`src/rtl/dmem_arbiter_pkg.sv`:
```
// Shared definitions for the two-port data-memory arbiter.
// Ownership states, port indices and the address-fault constants.
package dmem_arbiter_pkg;

  typedef enum logic [1:0] {
    IDLE = 2'd0,
    OWN0 = 2'd1,
    OWN1 = 2'd2
  } own_state_e;

  localparam int PORT0 = 0;
  localparam int PORT1 = 1;

  localparam logic [1:0] ALIGN_MASK = 2'b11;
  localparam int         WORD_SHIFT = 2;

endpackage

```
`src/rtl/dmem_arbiter_rr_arb2.sv`:
```
// Two-input round-robin picker; the port not granted last wins a tie.
// The mask input removes a port from consideration (used by ownership).
module dmem_arbiter_rr_arb2
  import dmem_arbiter_pkg::*;
(
  input  logic       clk,
  input  logic       reset_n,
  input  logic [1:0] req,
  input  logic [1:0] mask,
  output logic [1:0] gnt
);

  logic       last_q;
  logic       last_d;
  logic [1:0] elig;

  always_comb begin
    elig = req & mask;
    if (elig == 2'b11) begin
      gnt = last_q ? 2'b01 : 2'b10;
    end else begin
      gnt = elig;
    end
    last_d = last_q;
    if (gnt[PORT0]) begin
      last_d = 1'b0;
    end else if (gnt[PORT1]) begin
      last_d = 1'b1;
    end
  end

  // Reset to port 1 so port 0 wins the first tie.
  always_ff @(posedge clk or negedge reset_n) begin
    if (!reset_n) begin
      last_q <= 1'b1;
    end else begin
      last_q <= last_d;
    end
  end

endmodule

```
`src/rtl/dmem_arbiter.sv`:
```
// Two-port arbiter in front of a single-port data memory with registered response.
// Define DMEM_ARB_LOCK_EN to honour pN_lock (ownership for read-modify-write).
module dmem_arbiter
  import dmem_arbiter_pkg::*;
#(
  parameter int ADDR_W = 32,
  parameter int DATA_W = 32,
  parameter int DEPTH  = 512
) (
  input  logic              clk,
  input  logic              reset_n,
  input  logic              p0_req,
  input  logic              p0_we,
  input  logic [ADDR_W-1:0] p0_addr,
  input  logic [DATA_W-1:0] p0_wdata,
  input  logic              p0_lock,
  output logic              p0_gnt,
  output logic              p0_rvalid,
  output logic [DATA_W-1:0] p0_rdata,
  output logic              p0_err,
  input  logic              p1_req,
  input  logic              p1_we,
  input  logic [ADDR_W-1:0] p1_addr,
  input  logic [DATA_W-1:0] p1_wdata,
  input  logic              p1_lock,
  output logic              p1_gnt,
  output logic              p1_rvalid,
  output logic [DATA_W-1:0] p1_rdata,
  output logic              p1_err,
  output logic [ADDR_W-1:0] mem_addr,
  output logic [DATA_W-1:0] mem_wdata,
  output logic              mem_we,
  output logic              mem_re,
  input  logic [DATA_W-1:0] mem_rdata
);

  localparam logic [ADDR_W-1:0] DEPTH_A = ADDR_W'(DEPTH);

  logic [1:0]        req_v;
  logic [1:0]        mask;
  logic [1:0]        gnt;
  logic              any_gnt;
  logic              we_s;
  logic              fault_s;
  logic [ADDR_W-1:0] addr_s;
  logic [DATA_W-1:0] wdata_s;

  logic [1:0]        rvalid_q, rvalid_d;
  logic [DATA_W-1:0] rdata_q, rdata_d;
  logic              err_q, err_d;

  // No grants while reset is held, so the memory side stays quiet.
  assign req_v = {p1_req, p0_req} & {2{reset_n}};

  dmem_arbiter_rr_arb2 u_rr (
    .clk    (clk),
    .reset_n(reset_n),
    .req    (req_v),
    .mask   (mask),
    .gnt    (gnt)
  );

`ifdef DMEM_ARB_LOCK_EN
  own_state_e own_q, own_d;

  always_comb begin
    case (own_q)
      OWN0:    mask = 2'b01;
      OWN1:    mask = 2'b10;
      default: mask = 2'b11;
    endcase
  end

  always_comb begin
    own_d = own_q;
    case (own_q)
      IDLE: begin
        if (gnt[PORT0] && p0_lock) begin
          own_d = OWN0;
        end else if (gnt[PORT1] && p1_lock) begin
          own_d = OWN1;
        end
      end
      OWN0:    if (!p0_lock && (gnt[PORT0] || !p0_req)) own_d = IDLE;
      OWN1:    if (!p1_lock && (gnt[PORT1] || !p1_req)) own_d = IDLE;
      default: own_d = IDLE;
    endcase
  end

  always_ff @(posedge clk or negedge reset_n) begin
    if (!reset_n) begin
      own_q <= IDLE;
    end else begin
      own_q <= own_d;
    end
  end
`else
  logic unused_lock;
  assign unused_lock = p0_lock ^ p1_lock;
  assign mask        = 2'b11;
`endif

  always_comb begin
    any_gnt = |gnt;
    we_s    = gnt[PORT1] ? p1_we    : p0_we;
    addr_s  = gnt[PORT1] ? p1_addr  : p0_addr;
    wdata_s = gnt[PORT1] ? p1_wdata : p0_wdata;
    fault_s = ((addr_s[1:0] & ALIGN_MASK) != 2'b00) || ((addr_s >> WORD_SHIFT) >= DEPTH_A);

    mem_addr  = any_gnt ? (addr_s >> WORD_SHIFT) : '0;
    mem_wdata = any_gnt ? wdata_s : '0;
    mem_we    = any_gnt && !fault_s && we_s;
    mem_re    = any_gnt && !fault_s && !we_s;

    rvalid_d = gnt;
    rdata_d  = (any_gnt && !fault_s && !we_s) ? mem_rdata : '0;
    err_d    = any_gnt && fault_s;
  end

  always_ff @(posedge clk or negedge reset_n) begin
    if (!reset_n) begin
      rvalid_q <= 2'b00;
      rdata_q  <= '0;
      err_q    <= 1'b0;
    end else begin
      rvalid_q <= rvalid_d;
      rdata_q  <= rdata_d;
      err_q    <= err_d;
    end
  end

  assign p0_gnt    = gnt[PORT0];
  assign p1_gnt    = gnt[PORT1];
  assign p0_rvalid = rvalid_q[PORT0];
  assign p1_rvalid = rvalid_q[PORT1];
  assign p0_rdata  = rvalid_q[PORT0] ? rdata_q : '0;
  assign p1_rdata  = rvalid_q[PORT1] ? rdata_q : '0;
  assign p0_err    = rvalid_q[PORT0] & err_q;
  assign p1_err    = rvalid_q[PORT1] & err_q;

endmodule

```
`config.mk`:
```
export PLATFORM = sky130hd
export DESIGN_NAME = dmem_arbiter
export DESIGN_NICKNAME = d
export VERILOG_FILES = /design/src/rtl/dmem_arbiter_pkg.sv /design/src/rtl/dmem_arbiter_rr_arb2.sv /design/src/rtl/dmem_arbiter.sv
export SDC_FILE = /design/constraint.sdc
export NUM_CORES = 1
export LEC_CHECK = 0
export BUFFER_PORTS_ARGS = -buffer_cell sky130_fd_sc_hd__buf_2
export CELL_PAD_IN_SITES_DETAIL_PLACEMENT = 1
export CELL_PAD_IN_SITES_GLOBAL_PLACEMENT = 1
export CORE_AREA = 2 2 117 119
export CTS_CLUSTER_DIAMETER = 120
export DETAILED_ROUTE_END_ITERATION = 8
export DIE_AREA = 0 0 119 121
export GPL_ROUTABILITY_DRIVEN = 0
export PLACE_DENSITY_LB_ADDON = 0.1
export SETUP_SLACK_MARGIN = 0.3
export SLEW_MARGIN = 0
export SYNTH_ARGS = -nofsm -noshare
export SYNTH_HDL_FRONTEND = slang
export SYNTH_SLANG_ARGS = --single-unit
```
`constraint.sdc`:
```
create_clock -name clk -period 6 [get_ports clk]
set_input_delay 0.9 -clock clk [delete_from_list [all_inputs] [get_ports clk]]
set_output_delay 0.9 -clock clk [all_outputs]
set_load 0.005 [all_outputs]
```
## Word-level counts from Yosys, hierarchy flattened

Cells that the tools add are included.

- Bits in registers: 36
- Input bits: 168
- Output and inout bits: 136
- Logic and storage cells: 31

- Magnitude comparators: 1
- Equality and inequality tests: 1
- Mux-type cells: 12
- Bitwise logic cells: 3
- Reduce and logical (&&, ||, !) cells: 10

Operator list:

| cell | count |
|---|---|
| $mux W32 | 6 |
| $ge A30 B10 Y1 const B | 1 |
| $mux W30 | 1 |
| $logic_and A1 B1 Y1 | 4 |
| $mux W2 | 2 |
| $reduce_bool A2 Y1 | 2 |
| $mux W1 | 3 |
| $and A1 B1 Y1 | 2 |
| $and A2 B2 Y2 | 1 |
| $eq A2 B2 Y1 const B | 1 |
| $logic_not A1 Y1 | 2 |
| $reduce_or A2 Y1 | 1 |
| $logic_or A1 B1 Y1 | 1 |

## Logic depth before layout (Yosys ltp)

Gate-level depths: netlist of the first run.

- Depth after elaboration: 10
- Gate-level depth with buffers: 7
- Depth with buffers taken out: 5

## By module

From an unflattened synthesis of the first run, not the netlist that was laid out.

- Cell total of the unflattened synthesis: 259
- Area, all modules: 2458.6 um^2

Modules (own cells, without submodules):

| module | instances | cells an instance | area an instance (um^2) | seq. area each (um^2) |
|---|---|---|---|---|
| dmem_arbiter | 1 | 253 | 2401.1 | 875.8 |
| dmem_arbiter_rr_arb2 | 1 | 6 | 57.6 | 26.3 |

## Worst setup path after synthesis of the first run

OpenSTA, ideal clock, no wires.

- Path kind: input to output
- Start point: input port p1_addr[22]
- End point: output port mem_re
- Arrival time: 2229 ps
- Required time: 5100 ps
- Path slack: 2871 ps
- Stages on the path: 5
- Buffers on the path: 2
- Path through: or4_1 o31a_1 buf_6 buf_6 nor4_2

- Longest elaborated chain between the ends: 6

RTL lines:

| element | RTL line | text |
|---|---|---|
| from (decl) | dmem_arbiter.sv:23 | `input logic [ADDR_W-1:0] p1_addr,` |
| $mux W32 | dmem_arbiter.sv:106 | `addr_s = gnt[PORT1] ? p1_addr : p0_addr;` |
| $ge A30 B10 Y1 | dmem_arbiter.sv:108 | `fault_s = ((addr_s[1:0] & ALIGN_MASK) != 2'b00) \|\| ((addr_s >> WORD_SHIFT) >= DEPTH_A);` |
| $logic_or A1 B1 Y1 | dmem_arbiter.sv:108 |  |
| $logic_not A1 Y1 | dmem_arbiter.sv:113 | `mem_re = any_gnt && !fault_s && !we_s;` |
| $logic_and A1 B1 Y1 (2 in series) | dmem_arbiter.sv:113 |  |
| to (decl) | dmem_arbiter.sv:33 | `output logic mem_re,` |

Every way passes these cells.

## Worst setup path in the final report of the first run

- Start point: input port p0_req
- End point: output port mem_we

- Longest elaborated chain between the ends: 9
- Elaborated cells on any way between the ends: 12
- Classes of those cells: order compare: 1; eq/ne: 1; mux: 3; bitwise: 1; reduce/logical: 6

RTL lines:

| element | RTL line | text |
|---|---|---|
| from (decl) | dmem_arbiter.sv:12 | `input logic p0_req,` |
| $and A2 B2 Y2 * | dmem_arbiter.sv:53 | `assign req_v = {p1_req, p0_req} & {2{reset_n}};` |
| $eq A2 B2 Y1 | dmem_arbiter_rr_arb2.sv:19 | `if (elig == 2'b11) begin` |
| $mux W2 * | dmem_arbiter_rr_arb2.sv:19 |  |
| $mux W32 | dmem_arbiter.sv:106 |  |
| $ge A30 B10 Y1 / $reduce_bool A2 Y1 (equally long branches) | dmem_arbiter.sv:108 |  |
| $logic_or A1 B1 Y1 | dmem_arbiter.sv:108 |  |
| $logic_not A1 Y1 | dmem_arbiter.sv:112 | `mem_we = any_gnt && !fault_s && we_s;` |
| $logic_and A1 B1 Y1 | dmem_arbiter.sv:112 |  |
| $logic_and A1 B1 Y1 * | dmem_arbiter.sv:112 |  |
| to (decl) | dmem_arbiter.sv:32 | `output logic mem_we,` |

Every way passes the cells marked *; elsewhere a longest branch is shown, timed or not.

==> results of run 1 <==
worst max-delay path: cells and delay by family:
| family | cells | cell delay, ps |
|---|---|---|
| and+or+nand+nor | 3 | 1070 |
| buffers and inverters | 4 | 1210 |
| AOI/OAI and AO/OA | 1 | 170 |
per-layer routing:
metal  vias up  track usage (%)
li1       1950                -
met5         -                0
met4         0             5.28
met2       171             34.7
met3        17             5.59
met1      1797             18.8
stage by stage:
step                util [%]  power (uW)
finish                  36.3         691
global route            36.3         736
CTS                     36.2         705
detailed placement      35.2         456
global placement        35.2         451
floorplan                  -         346
cell usage after synthesis:
| cell | number | area share [%] |
|---|---|---|
| nor4_2 | 30 | 12 |
| inv_1 | 1 | 0.12 |
| mux2_4 | 1 | 0.49 |
| buf_4 | 3 | 0.74 |
| inv_4 | 1 | 0.21 |
| o31a_1 | 1 | 0.29 |
| and2_1 | 67 | 14 |
| nor4b_1 | 1 | 0.29 |
| nor3_1 | 2 | 0.33 |
| a41oi_4 | 1 | 0.91 |
| nor4_1 | 12 | 2.5 |
| or2_1 | 1 | 0.21 |
| nand2_1 | 160 | 20 |
| conb_1 | 1 | 0.12 |
| o2111a_1 | 1 | 0.37 |
| dfrtp_1 | 35 | 29 |
| o21a_1 | 2 | 0.49 |
| clkbuf_1 | 27 | 3.3 |
| o2111ai_1 | 1 | 0.29 |
| or4_1 | 1 | 0.25 |
| buf_6 | 3 | 1.1 |
| clkbuf_8 | 2 | 0.91 |
| o21ai_1 | 1 | 0.16 |
| o21ai_0 | 1 | 0.16 |
| buf_2 | 5 | 0.82 |
| dfstp_2 | 1 | 0.86 |
| a21oi_1 | 63 | 10 |
placed cells by master, fill, tap and decap left out, drive strengths merged:
master   Yosys  routed
nor4b        1       1
inv          2       2
clkinv       0       1
mux2         1       1
or4          1       1
dfrtp       35      35
buf         11     305
dfstp        1       1
or2          1       1
nor4        42      42
clkbuf      29       6
diode        0       1
o2111a       1       1
a21oi       63      63
o2111ai      1       1
nor3         2       2
o21ai        2       2
and2        67      67
o31a         1       1
o21a         2       2
conb         1       2
nand2      160     160
a41oi        1       1
area by class of cell:
type / count / area [um2] / share of cell area, %
diodes: 1 / 2.50 / 0.0527
clock buffers: 6 / 129 / 2.72
clock inverters: 1 / 5.00 / 0.105
inverters: 2 / 10.0 / 0.211
multi-input cells: 348 / 1930 / 40.8
flip-flops and latches: 36 / 902 / 19.0
well taps: 176 / 220 / 4.64
repair buffers: 305 / 1540 / 32.5
path summary, 6_finish.rpt:
check / end / cells past startpoint / startpoint
max in group asynchronous: u_rr.last_q$_DFFE_PN1P_ / 2 / reset_n
min: u_rr.last_q$_DFFE_PN1P_ / 2 / u_rr.last_q$_DFFE_PN1P_
max: mem_we / 8 / p0_req
max reg2reg: rdata_q[0]$_DFF_PN0_ / 5 / u_rr.last_q$_DFFE_PN1P_
min reg2reg: u_rr.last_q$_DFFE_PN1P_ / 2 / u_rr.last_q$_DFFE_PN1P_
min in group asynchronous: rvalid_q[1]$_DFF_PN0_ / 2 / reset_n
kinds of logic after synthesis:
logic type / count (synthesis) / synth area share (%)
simple gates: 274 / 49.4
mux: 1 / 0.494
compound gates: 71 / 13.0
other cells: 1 / 0.123
flops: 36 / 29.7
buf+inv: 42 / 7.24
state kept, by name, indices dropped and copies added, names as in the netlist:
name and cells:
u_rr.last_q 1, err_q 1, rdata_q 32, rvalid_q 2
power by group through the flow:
| stage | combinational, uW | clock (uW) | sequential [uW] |
|---|---|---|---|
| 3_3_place_gp | 193 | 0 | 258 |
| 2_1_floorplan | 93.5 | 0 | 253 |
| 5_1_grt | 218 | 262 | 256 |
| 6_report | 193 | 244 | 255 |
| 4_1_cts | 198 | 252 | 255 |
| 3_5_place_dp | 196 | 0 | 260 |
==> impl_metrics.toml, run 1 <==
[detailed_routing]
wl_um = 13700
vias_per_cell = 4.50
routedWlPerCell_um = 15.7
route.detailed.drc = 0
ant_nets = 0
met3_length_um = 1180
wl_met2_um = 7250
drt-initial-drc-count = 93
vias = 3935
dr.max_layer_used = "met4"
wirelength_met1_um = 5000
drtPass1Iterations = 4

[pwr]
power.switching_uw = 210
p_seq_share_pct = 36.8
p_comb_share_pct = 27.9
power_density_nw_per_um2 = 146
clkPwrFrac_pct = 35.2
swShare_pct = 30.3
p_int_uw = 481
cellLeakagePower_uw = 0.00262
vdd_ir_drop_max_v = 0.0000958

[clock_network]
cts_resized = 0
h-tree-depth = 2
cts_tree = "yes"
clock_path_buffers = 2
cts_setup_buffers = 0
ctsHoldBuffers = 0
root_buffer = "clkbuf_16"
clk_latency_ps = 280
clock_sinks = 36
clk_pin_slew_ps = 60
cts-buffers-inserted = 5

[grt]
grt_pass1_vias = 4051
grt.total_usage_pct = 18.1
antenna_found_initial = 1
overflow = 0
grt_max_degree = 66
grt_first_pass_wirelength_um = 20900

[final_layout]
final_area_um2 = 4740
final_nets = 866
final_cells = 875
drive_gt1_share_pct = 49.9
fillers = 1767
syn2layout_area_growth_pct = 56.0

[sta]
setup_ws_ps = 1720
tightest_slew_ps = 794
finClkSkew_ps = 7.09
fin_crit_ps = 4280
slew_viol_final = 0
relSlewSlack_pct = 47.1
report.final.setup_viol = 0
max_freq_mhz = 234
report.final.hold_viol_count = 0
rsz0062_at_grt = "false"
whs_ps = 522
finalSetupTns_ps = 0
fin_crit_sh_pct = 71.3

[floorplan]
die_area_um2 = 14400
pin_count = 304
num_rows = 42
die_w_um = 119
start_util_pct = 23.2
core_area_um2 = 13100
die_y_um = 121

[placed_design]
post-place-ws_ps = 1660
place_area_um2 = 4610
placed_cells = 867
hpwl_um = 11000
portBuffers = 299

[synthesis]
syn_inst = 425
yosys_warnings = 0
synth_cell_types = 27
synth-seq-cells = 36
netlist_area_um2 = 3040
ys_seq_area_share_pct = 29.7
post_synth.cell_area_avg_um2 = 7.15

[worst_setup_path]
cp_cell_sequence = "buf_2 > and2_1 > or2_2 > inv_4 > a41oi_4 > buf_4 > nor4b_1 > buf_2"
slowest_delay_ps = 560
arrival_ps = 3380
criticalPathCategory = "in2out"
worst_setup_path_end_kind = "output port"
cp_max_fo = 65
crit_top_cell = "buf_2"
critPathLaunchType = "primary input"
r2r_slack_ps = 3370
critPathRequiredTime_ps = 5100
cp_slowest_cell = "inv_4"

[flow_run]
cap_violations = 0

[outcome]
status = "complete, no violations"

[worst_hold_path]
hp-class = "reg2reg"
Note: power is estimated with default switching activity, not from simulation.
==> inputs of run 2 (changes only) <==
--- a/config.mk
+++ b/config.mk
@@ -8,10 +8,10 @@
 export BUFFER_PORTS_ARGS = -buffer_cell sky130_fd_sc_hd__buf_2
 export CELL_PAD_IN_SITES_DETAIL_PLACEMENT = 1
 export CELL_PAD_IN_SITES_GLOBAL_PLACEMENT = 1
-export CORE_AREA = 2 2 117 119
+export CORE_ASPECT_RATIO = 0.8
+export CORE_UTILIZATION = 21
 export CTS_CLUSTER_DIAMETER = 120
 export DETAILED_ROUTE_END_ITERATION = 8
-export DIE_AREA = 0 0 119 121
 export GPL_ROUTABILITY_DRIVEN = 0
 export PLACE_DENSITY_LB_ADDON = 0.1
 export SETUP_SLACK_MARGIN = 0.3
==> constraint.sdc (replaced) <==
create_clock -name clk -period 3.9 [get_ports clk]
set_input_delay 0.585 -clock clk [delete_from_list [all_inputs] [get_ports clk]]
set_output_delay 0.585 -clock clk [all_outputs]
set_load 0.005 [all_outputs]
==> impl_metrics.toml, run 2 (synthesized netlist as in run 1, its figures left out) <==
[floorplan]
die_w_um = 137
num_rows = 38
die_y_um = 110
pin_count = 304
start_util_pct = 22.0
die_area_um2 = 15000
core_area_um2 = 13800

[placed_design]
hpwl_um = 11400
portBuffers = 299
placed_cells = 874

[sta]
tightest_slew_ps = 844
fin_crit_ps = 3130
slew_viol_final = 0
report.final.hold_viol_count = 0
finClkSkew_ps = 1.87
finalSetupTns_ps = 0
fin_crit_sh_pct = 80.2
relSlewSlack_pct = 43.7
max_freq_mhz = 320
report.final.setup_viol = 0
rsz0062_at_grt = "false"

[pwr]
swShare_pct = 31.6
p_int_uw = 747
clkPwrFrac_pct = 36.2
p_comb_share_pct = 27.9
cellLeakagePower_uw = 0.00264
power_density_nw_per_um2 = 228
vdd_ir_drop_max_v = 0.000138
p_seq_share_pct = 35.9
power.switching_uw = 345

[grt]
grt_first_pass_wirelength_um = 21100
overflow = 0
antenna_found_initial = 0
grt.total_usage_pct = 18.3
grt_max_degree = 52
grt_pass1_vias = 4047

[clock_network]
root_buffer = "clkbuf_16"
clock_sinks = 36
cts-buffers-inserted = 5
h-tree-depth = 2
cts_resized = 0
cts_tree = "yes"
ctsHoldBuffers = 0
cts_setup_buffers = 0
clock_path_buffers = 2
clk_latency_ps = 280
clk_pin_slew_ps = 60

[detailed_routing]
routedWlPerCell_um = 16.0
drt-initial-drc-count = 108
route.detailed.drc = 0
drtPass1Iterations = 4
ant_nets = 0
vias_per_cell = 4.53
vias = 3998
wl_um = 14100

[final_layout]
largest_register_ffs = 32
fillers = 1836
final_nets = 869
regMostFlops = "rdata_q"
ff_latch_area_um2 = 902
final_util_pct = 34.5
drive_gt1_share_pct = 50.3
top_regs = "rdata_q: 32 flops, rvalid_q: 2 flops"
diodes = 0
final_cells = 882
layout_common_cells = "buf_2, nand2_1, and2_1, a21oi_1, dfrtp_1"
final_common_cell = "buf_2"
multi_input_area_um2 = 1930
syn2layout_area_growth_pct = 57.2

[outcome]
status = "complete, no violations"

[worst_setup_path]
slowest_delay_ps = 450
crit_top_cell = "buf_2"
cp_cell_sequence = "buf_2 > and2_1 > or2_2 > inv_4 > a41oi_4 > nor4b_1 > buf_2"
critPathRequiredTime_ps = 3310
worst_setup_path_end_kind = "output port"
critPathLaunchType = "primary input"
cp_slowest_cell = "or2_2"
arrival_ps = 2540
r2r_slack_ps = 1380
criticalPathCategory = "in2out"
cp_max_fo = 32

[flow_run]
cap_violations = 0

[worst_hold_path]
hp-class = "in2async"
-- run 2: metal layers --
metal  track usage (%)  part of all wire (%)  vias up
li1                  -                     -     1959
met3              4.84                   7.8       12
met2              34.6                    51      156
met5                 0                     0        -
met1              20.4                    40     1871
met4              3.81                   1.0        0
-- run 2: worst max-delay path: cells and delay by family --
kind	cells	cell delay (ps)
buffers and inverters	3	630
and+or+nand+nor	3	1000
AOI/OAI and AO/OA	1	310
-- run 2: cell type report --
type	instances	share of cell area [%]
Tap cell	180	4.71
Clock inverter	3	0.393
Multi-Input combinational cell	348	40.5
Sequential cell	36	18.9
Timing Repair Buffer	308	32.7
Inverter	2	0.209
Clock buffer	5	2.62
-- run 2: path summary, 6_finish.rpt --
| kind | end | start | depth (start not counted) |
|---|---|---|---|
| max | mem_we | p0_req | 7 |
| min | rvalid_q[0]$_DFF_PN0_ | reset_n | 2 |
| max reg2reg | rdata_q[31]$_DFF_PN0_ | u_rr.last_q$_DFFE_PN1P_ | 6 |
| min reg2reg | u_rr.last_q$_DFFE_PN1P_ | u_rr.last_q$_DFFE_PN1P_ | 2 |
| max in group asynchronous | u_rr.last_q$_DFFE_PN1P_ | reset_n | 2 |
| min in group clk | u_rr.last_q$_DFFE_PN1P_ | u_rr.last_q$_DFFE_PN1P_ | 2 |
-- run 2: power by group through the flow --
| stage | clock [uW] | sequential [uW] | combinational [uW] |
|---|---|---|---|
| floorplan | 0 | 389 | 144 |
| global placement | 0 | 398 | 303 |
| detailed placement | 0 | 400 | 310 |
| CTS | 409 | 393 | 312 |
| global route | 422 | 394 | 344 |
| finish | 395 | 392 | 305 |
-- run 2: metrics by stage --
step | hold WS, ps | setup WS, ps | total power [uW] | area [um2]
finish | 406 | 772 | 1090 | 4780
global route | 454 | 605 | 1160 | 4780
CTS | 421 | 747 | 1110 | 4780
detailed placement | 518 | 759 | 709 | 4640
global placement | 487 | 757 | 701 | 4640
floorplan | 289 | 1400 | 533 | 3040
